[config.mk]
export PLATFORM = sky130hd
export DESIGN_NAME = intirvx_writeback
export DESIGN_NICKNAME = d
export VERILOG_FILES = /design/src/rtl/intirvx_writeback.sv
export SDC_FILE = /design/constraint.sdc
export NUM_CORES = 1
export LEC_CHECK = 0
export ABC_AREA = 1
export BUFFER_PORTS_ARGS = -buffer_cell sky130_fd_sc_hd__buf_2
export CAP_MARGIN = 10
export CORE_MARGIN = 2
export CORE_UTILIZATION = 45
export DETAILED_ROUTE_END_ITERATION = 10
export GPL_ROUTABILITY_DRIVEN = 0
export GPL_TIMING_DRIVEN = 0
export MAX_ROUTING_LAYER = met4
export PLACE_DENSITY = 0.77
export SLEW_MARGIN = 20
export SYNTH_ARGS = -nofsm -noshare
export SYNTH_HDL_FRONTEND = slang
export SYNTH_SLANG_ARGS = --single-unit
[constraint.sdc]
create_clock -name clk -period 2.1 [get_ports clk]
set_input_delay 0.105 -clock clk [delete_from_list [all_inputs] [get_ports clk]]
set_output_delay 0.105 -clock clk [all_outputs]
set_load 0.05 [all_outputs]
[src/rtl/intirvx_writeback.sv]
// Writeback stage of the intirvx core: round-robin accept from ALU/LSU, register-file write,
// jump redirect with a one-cycle flush, and retired-instruction counting.
module intirvx_writeback #(
  parameter int XLEN      = 32,
  parameter int CNT_WIDTH = 64
) (
  input  logic                 clk,
  input  logic                 rst,
  input  logic [XLEN-1:0]      alu_result,
  input  logic [4:0]           alu_rd,
  input  logic                 alu_jump,
  input  logic [XLEN-1:0]      alu_jump_addr,
  input  logic                 alu_valid,
  output logic                 alu_ready,
  input  logic [XLEN-1:0]      lsu_result,
  input  logic [4:0]           lsu_rd,
  input  logic                 lsu_valid,
  output logic                 lsu_ready,
  output logic                 rf_we,
  output logic [4:0]           rf_waddr,
  output logic [XLEN-1:0]      rf_wdata,
  output logic                 pc_redirect,
  output logic [XLEN-1:0]      pc_redirect_addr,
  output logic                 flush,
  output logic [CNT_WIDTH-1:0] instret
);

  logic            last_grant_alu;
  logic            grant_alu;
  logic            alu_fire;
  logic            lsu_fire;
  logic            stage_valid;
  logic            stage_jump;
  logic [4:0]      stage_rd;
  logic [XLEN-1:0] stage_data;
  logic [XLEN-1:0] stage_jump_addr;

  // On a tie, the channel that did not win the last transfer gets the grant.
  always_comb begin
    grant_alu = 1'b0;
    if (alu_valid && lsu_valid) begin
      grant_alu = !last_grant_alu;
    end else begin
      grant_alu = alu_valid;
    end
  end

  assign alu_ready = !flush && alu_valid && grant_alu;
  assign lsu_ready = !flush && lsu_valid && !grant_alu;
  assign alu_fire  = alu_valid && alu_ready;
  assign lsu_fire  = lsu_valid && lsu_ready;

  // The jump target is stored already halfword-aligned, so the redirect needs no extra logic.
  always_ff @(posedge clk) begin
    if (rst) begin
      stage_valid     <= 1'b0;
      stage_jump      <= 1'b0;
      stage_rd        <= 5'd0;
      stage_data      <= '0;
      stage_jump_addr <= '0;
      last_grant_alu  <= 1'b0;
      instret         <= '0;
    end else begin
      stage_valid <= alu_fire || lsu_fire;
      if (alu_fire) begin
        stage_rd        <= alu_rd;
        stage_data      <= alu_result;
        stage_jump      <= alu_jump;
        stage_jump_addr <= {alu_jump_addr[XLEN-1:1], 1'b0};
      end else if (lsu_fire) begin
        stage_rd        <= lsu_rd;
        stage_data      <= lsu_result;
        stage_jump      <= 1'b0;
        stage_jump_addr <= '0;
      end
      if (alu_fire || lsu_fire) begin
        last_grant_alu <= alu_fire;
        instret        <= instret + CNT_WIDTH'(1);
      end
    end
  end

  assign rf_we            = stage_valid && (stage_rd != 5'd0);
  assign rf_waddr         = stage_rd;
  assign rf_wdata         = stage_data;
  assign flush            = stage_valid && stage_jump;
  assign pc_redirect      = flush;
  assign pc_redirect_addr = stage_jump_addr;

endmodule

==> out/metrics.yaml, run 1 <==
run_status:
  status: "finished, final reports clean"
worst_setup_path:
  end_kind: "register"
  rrSetupSlack_ns: 0.06
  slowest_delay_ns: 0.62
  critPathMaxFanout: 10
  cp.required_ns: 2.37
  path_delay_family: "buffers and inverters"
  critPathLaunch: "stage_valid"
  timing.rr.start: "stage_valid"
  path_depth: 6
  cp_slowest_cell: "dlygate4sd3_1"
  worstPathCellList: "nand2_2 -> nand3_2 -> buf_4 -> mux2i_1 -> dlygate4sd3_1 -> o21ai_0"
  critPathKind: "register to register"
  arrival_ns: 2.31
  path_buf_inv: 2
  r2r_cells: 6
  cp-start-kind: "register"
detailed_routing:
  drc: 0
  drtIter0Drc: 649
  antenna_left: 0
  routed_wirelength_um: 26600
  wl_per_cell_um: 17.5
  drtPass1Iterations: 6
  vias: 8273
  viasPerCell: 5.44
clocking:
  clk_pin_slew_ns: 0.07
  cts_sinks: 135
  cts_buffers: 17
  htreeDepth: 4
  cts_root_buf: "clkbuf_16"
  post_cts_buffers: 0
  clock_latency_ns: 0.43
  cts_tree: "built"
  cts_buffer_depth: 2
global_route:
  grt_usage: 0.347
  use_met1: 0.388
  grt-ovfl-total: 0
  met2_usage: 0.560
  met3_usage: 0.0803
  antenna_found_initial: 2
  grt_pass1_vias: 7987
  grt-busiest-layer: "met2"
  grt_pass1_wl_um: 41600
  grt_max_degree: 17
power_and_ir_drop:
  p_sw_frac: 0.292
  p_leak_nw: 4.34
  intPower_mw: 5.12
  power_frac_seq: 0.379
  p_switching_mw: 2.12
  power_mw: 7.24
  clock_power_share: 0.448
  pwr-share-comb: 0.173
  p_per_area_nw_per_um2: 752
  peakVddDrop_uv: 576
floorplan:
  initial_utilization: 0.465
  core_area_um2: 14000
  rows: 43
  io_pins: 249
  die_area_um2: 15400
  die_h_um: 124
  die_w_um: 124
flow_run:
  maxCapViolCount: 0
sta:
  setup_viol: 0
  worstMarginPinSlew_ns: 0.657
  rsz0062_at_grt: "true"
  fin_crit_ns: 2.04
  fin_worst_skew_ns: 0.0112
  finalHoldViolCount: 0
  min_period_over_period: 0.973
  maxSlewViolCount: 0
  fmax_ghz: 0.489
  timing.final.ws_setup_ns: 0.0568
  relSlewSlack: 0.562
synthesis:
  synth.net_count: 1076
  synth_seq_cells: 135
  synth_seq_area_share: 0.415
  synth_cells: 964
  syn-cell-area_um2: 6510
  ys_warn_count: 0
  yosysUniqueCellTypes: 32
  avgSynthCellArea_um2: 6.75
place:
  portBuffers: 246
  dp_slack_ns: 0.193
  dpl-instance-area_um2: 7970
  dp_cells: 1390
  hpwlAfterDp_um: 17300
layout:
  layout.nets: 1439
  syn_to_final_growth_pct: 47.8
  drive_gt1_frac: 0.244
  instances_no_fill: 1522
  final_area_um2: 9620
min_path:
  min_from: "lsu_result[11]"
  hp-class: "primary input to register"
  whs_path_depth: 5
routing by layer:
| layer | vias up | wire length [um] |
|---|---|---|
| met1 | 3729 | 9910 |
| met4 | 0 | 1850 |
| li1 | 3847 | - |
| met3 | 148 | 2500 |
| met5 | - | 0 |
| met2 | 549 | 12400 |
cells in the mapped netlist (all sizes together):
cell type  instances  area [um2]
nand4             11        68.8
inv               60         228
nor2             181         749
nand3b             2        15.0
and3               3        18.8
xor2               7        61.3
nor3               7        40.0
buf               20         133
conb               1        3.75
nor3b              6        45.0
or4                1        7.51
a31oi             10        62.6
nand2            280        1070
mux2i             23         230
o21bai             1        7.51
ha                 1        12.5
clkbuf            19        71.3
a21oi             68         340
o21ai             55         275
dfxtp            135        2700
nand3             73         370
power groups by stage:
| stage | clock network, mW | registers, mW | logic, mW |
|---|---|---|---|
| floorplan | 0 | 3.13 | 0.331 |
| global placement | 0 | 2.78 | 1.00 |
| global route | 3.38 | 2.75 | 1.30 |
| CTS | 3.24 | 2.73 | 1.18 |
| finish | 3.24 | 2.74 | 1.25 |
| detailed placement | 0 | 2.78 | 1.01 |
flip-flops by register name, indices dropped and copies added, names as in the netlist:
name	count
rf_waddr	5
stage_valid	1
stage_jump	1
rf_wdata	32
instret	64
pc_redirect_addr	31
last_grant_alu	1
area by class of cell:
cell class                      count  area, um2
Antenna cell                        2       5.00
Fill cell                        1100       4370
Clock inverter                     14        199
Buffer                             39        228
Tap cell                          180        225
Inverter                           60        228
Timing Repair Buffer              344       2210
Clock buffer                       18        439
Multi-Input combinational cell    730       3380
Sequential cell                   135       2700
cell families (layout without fill, tap and decap cells):
family                   Yosys count  count (layout)  share of synthesized area
AO/OA/AOI/OAI                    134             134                      0.105
multiplexers                      23              23                     0.0354
other                              1               3                   0.000576
adder cells (fa/ha/maj)            1               1                    0.00192
buffers and inverters             99             475                     0.0663
XOR/XNOR                           7               7                    0.00942
AND/OR/NAND/NOR                  564             564                      0.366
flip-flops                       135             135                      0.415
worst register-to-register path, cell delays in order (launching register included):
cell           delay, ns
dfxtp_1             0.39
nand2_2             0.12
nand3_2             0.13
buf_4               0.24
mux2i_1             0.23
dlygate4sd3_1       0.62
o21ai_0             0.14
worst paths after layout:
check | end
worst max-delay path | rf_wdata[27]
worst min-delay path | rf_wdata[11]
worst max register to register | rf_wdata[27]
worst min register to register | pc_redirect_addr[31]
placed cells by master (no fill, tap or decap), types with 10 or more instances in the layout:
cell	instances
dfxtp_1	135
nand4_1	11
buf_2	249
nand2_1	274
a21oi_1	68
o21ai_0	43
clkbuf_16	17
inv_1	58
nand3_1	72
nor2_1	161
dlygate4sd3_1	98
o21ai_1	12
mux2i_1	23
nor2_2	15
clkbuf_1	17
a31oi_1	10
metrics by stage:
step / util / setup TNS [ns] / hold slack, ns
6_report: 0.688 / 0 / 0.00673
5_1_grt: 0.688 / -0.0772 / 0.0175
2_1_floorplan: - / 0 / 0.252
3_5_place_dp: 0.569 / 0 / 0.362
4_1_cts: 0.685 / 0 / 0.000438
3_3_place_gp: 0.569 / 0 / 0.359
what timing repair did:
action	in CTS	in global routing
hold endpoints to repair	67	0
hold buffers	98	0
gates resized for setup	0	16
endpoints found under the setup margin	0	9
(Power assumes the default switching activity.)
==> run 2: changes to the inputs <==
--- a/config.mk
+++ b/config.mk
@@ -8,13 +8,15 @@
 export ABC_AREA = 1
 export BUFFER_PORTS_ARGS = -buffer_cell sky130_fd_sc_hd__buf_2
 export CAP_MARGIN = 10
+export CELL_PAD_IN_SITES_DETAIL_PLACEMENT = 1
+export CELL_PAD_IN_SITES_GLOBAL_PLACEMENT = 1
 export CORE_MARGIN = 2
-export CORE_UTILIZATION = 45
+export CORE_UTILIZATION = 34
 export DETAILED_ROUTE_END_ITERATION = 10
 export GPL_ROUTABILITY_DRIVEN = 0
 export GPL_TIMING_DRIVEN = 0
 export MAX_ROUTING_LAYER = met4
-export PLACE_DENSITY = 0.77
+export PLACE_DENSITY = 0.84
 export SLEW_MARGIN = 20
 export SYNTH_ARGS = -nofsm -noshare
 export SYNTH_HDL_FRONTEND = slang
==> run 2 against run 1 <==
Worst hold slack better by 0.033 ns. Non-clock buffer count decreased by 7. Fmax shrank 1.6%. Critical path depth rose by 2. Final area decreased by 0.62%. Count of clock-buffer cells in the layout is 1 higher. Critical path type unchanged. Critical endpoint is now rf_wdata[31]. Largest cell class unchanged. Highest routed layer unchanged.
==> out/metrics.yaml, run 2 (synthesized netlist as in run 1, its figures left out) <==
worst_setup_path:
  cp.required_ns: 2.46
  end_kind: "register"
  critPathMaxFanout: 10
  arrival_ns: 2.44
  cp-start-kind: "register"
  critPathKind: "register to register"
global_route:
  grt-ovfl-total: 0
  grt_max_degree: 17
  grt_pass1_vias: 9047
  grt_usage: 0.331
  antenna_found_initial: 4
  grt_pass1_wl_um: 49900
clocking:
  clk_pin_slew_ns: 0.07
  cts_root_buf: "clkbuf_16"
  cts_tree: "built"
  post_cts_buffers: 0
  cts_buffer_depth: 2
  cts_sinks: 135
  clock_latency_ns: 0.43
  cts_buffers: 17
  htreeDepth: 4
sta:
  min_period_over_period: 0.989
  holdWs_ns: 0.0394
  fin_crit_ns: 2.08
  tns_ns: 0
  rsz0062_at_grt: "true"
  finalHoldViolCount: 0
  setup_viol: 0
  fmax_ghz: 0.482
  fin_worst_skew_ns: 0.0171
  worstMarginPinSlew_ns: 0.706
  timing.final.ws_setup_ns: 0.0240
  relSlewSlack: 0.530
  maxSlewViolCount: 0
floorplan:
  die_w_um: 142
  die_h_um: 142
  io_pins: 249
  core_area_um2: 18800
  rows: 50
  initial_utilization: 0.347
  die_area_um2: 20300
layout:
  fillers: 2453
  largest_reg_flops: 64
  instances_no_fill: 1571
  layout.nets: 1432
  final_common_cell: "nand2_1"
  drive_gt1_frac: 0.247
  syn_to_final_growth_pct: 46.9
  layout_common_cells: "nand2_1, buf_2, nor2_1, dfxtp_1, dlygate4sd3_1"
  largest_register: "instret"
  final_area_um2: 9560
power_and_ir_drop:
  p_per_area_nw_per_um2: 728
  power_frac_seq: 0.396
  pwr-share-comb: 0.183
  p_sw_frac: 0.321
  intPower_mw: 4.73
  p_switching_mw: 2.24
  peakVddDrop_uv: 660
  p_leak_nw: 4.29
  clock_power_share: 0.421
place:
  dpl-instance-area_um2: 8030
  portBuffers: 246
  dp_cells: 1444
  hpwlAfterDp_um: 20300
  dp_slack_ns: 0.0667
detailed_routing:
  wl_per_cell_um: 20.9
  drtPass1Iterations: 5
  viasPerCell: 5.38
  vias: 8449
  drc: 0
  antenna_left: 0
  routed_wirelength_um: 32800
  drtIter0Drc: 446
run_status:
  status: "finished, final reports clean"
min_path:
  hp-class: "primary input to register"
flow_run:
  maxCapViolCount: 0
-- run 2: per-stage QoR --
stage | util | power [mW]
final | 0.510 | 6.96
after global routing | 0.510 | 7.13
after CTS | 0.506 | 6.84
after detailed placement | 0.428 | 3.82
after global placement | 0.428 | 3.79
after floorplan | - | 3.46
-- run 2: metal layers --
layer	vias up	GRT usage	part of all wire
li1	3834	-	-
met4	0	0.204	0.066
met3	150	0.0612	0.059
met2	413	0.572	0.49
met5	-	-	0
met1	4052	0.352	0.38
-- run 2: worst max-delay path: stages (launching register included) --
cell	delay (ns)
dfxtp_1	0.34
nand2_2	0.16
nand3_2	0.14
nand2_2	0.12
buf_6	0.17
buf_4	0.20
o21ai_0	0.09
a31oi_1	0.20
dlygate4sd3_1	0.59
-- run 2: worst paths after layout --
| kind | start | endpoint | slack (ns) | cells after the start |
|---|---|---|---|---|
| max | stage_valid | rf_wdata[31] | 0.02 | 8 |
| min | lsu_result[27] | rf_wdata[27] | 0.04 | 3 |
| max reg2reg | stage_valid | rf_wdata[31] | 0.02 | 8 |
| min reg2reg | pc_redirect_addr[4] | pc_redirect_addr[4] | 0.46 | 2 |
-- run 2: power by group through the flow --
stage          combinational (mW)  clock, mW  sequential, mW
3_5_place_dp                 1.03          0            2.78
6_report                     1.28       2.93            2.76
2_1_floorplan               0.331          0            3.13
4_1_cts                      1.18       2.93            2.73
5_1_grt                      1.32       3.05            2.76
3_3_place_gp                 1.01          0            2.78
-- run 2: final cells by class --
class / instances / area (um2) / area share
multi-input cells: 730 / 3400 / 0.356
flip-flops and latches: 135 / 2700 / 0.283
repair buffers: 337 / 2140 / 0.224
clock buffers: 19 / 433 / 0.0453
well taps: 234 / 293 / 0.0306
plain buffers: 39 / 228 / 0.0238
inverters: 60 / 228 / 0.0238
clock inverters: 13 / 123 / 0.0128
diodes: 4 / 10.0 / 0.00105
-- run 2: timing repair --
item,4_1_cts,5_1_grt
setup endpoints to repair,0,14
hold buffers,91,0
endpoints found under the hold margin,63,0
gates resized for setup,0,23
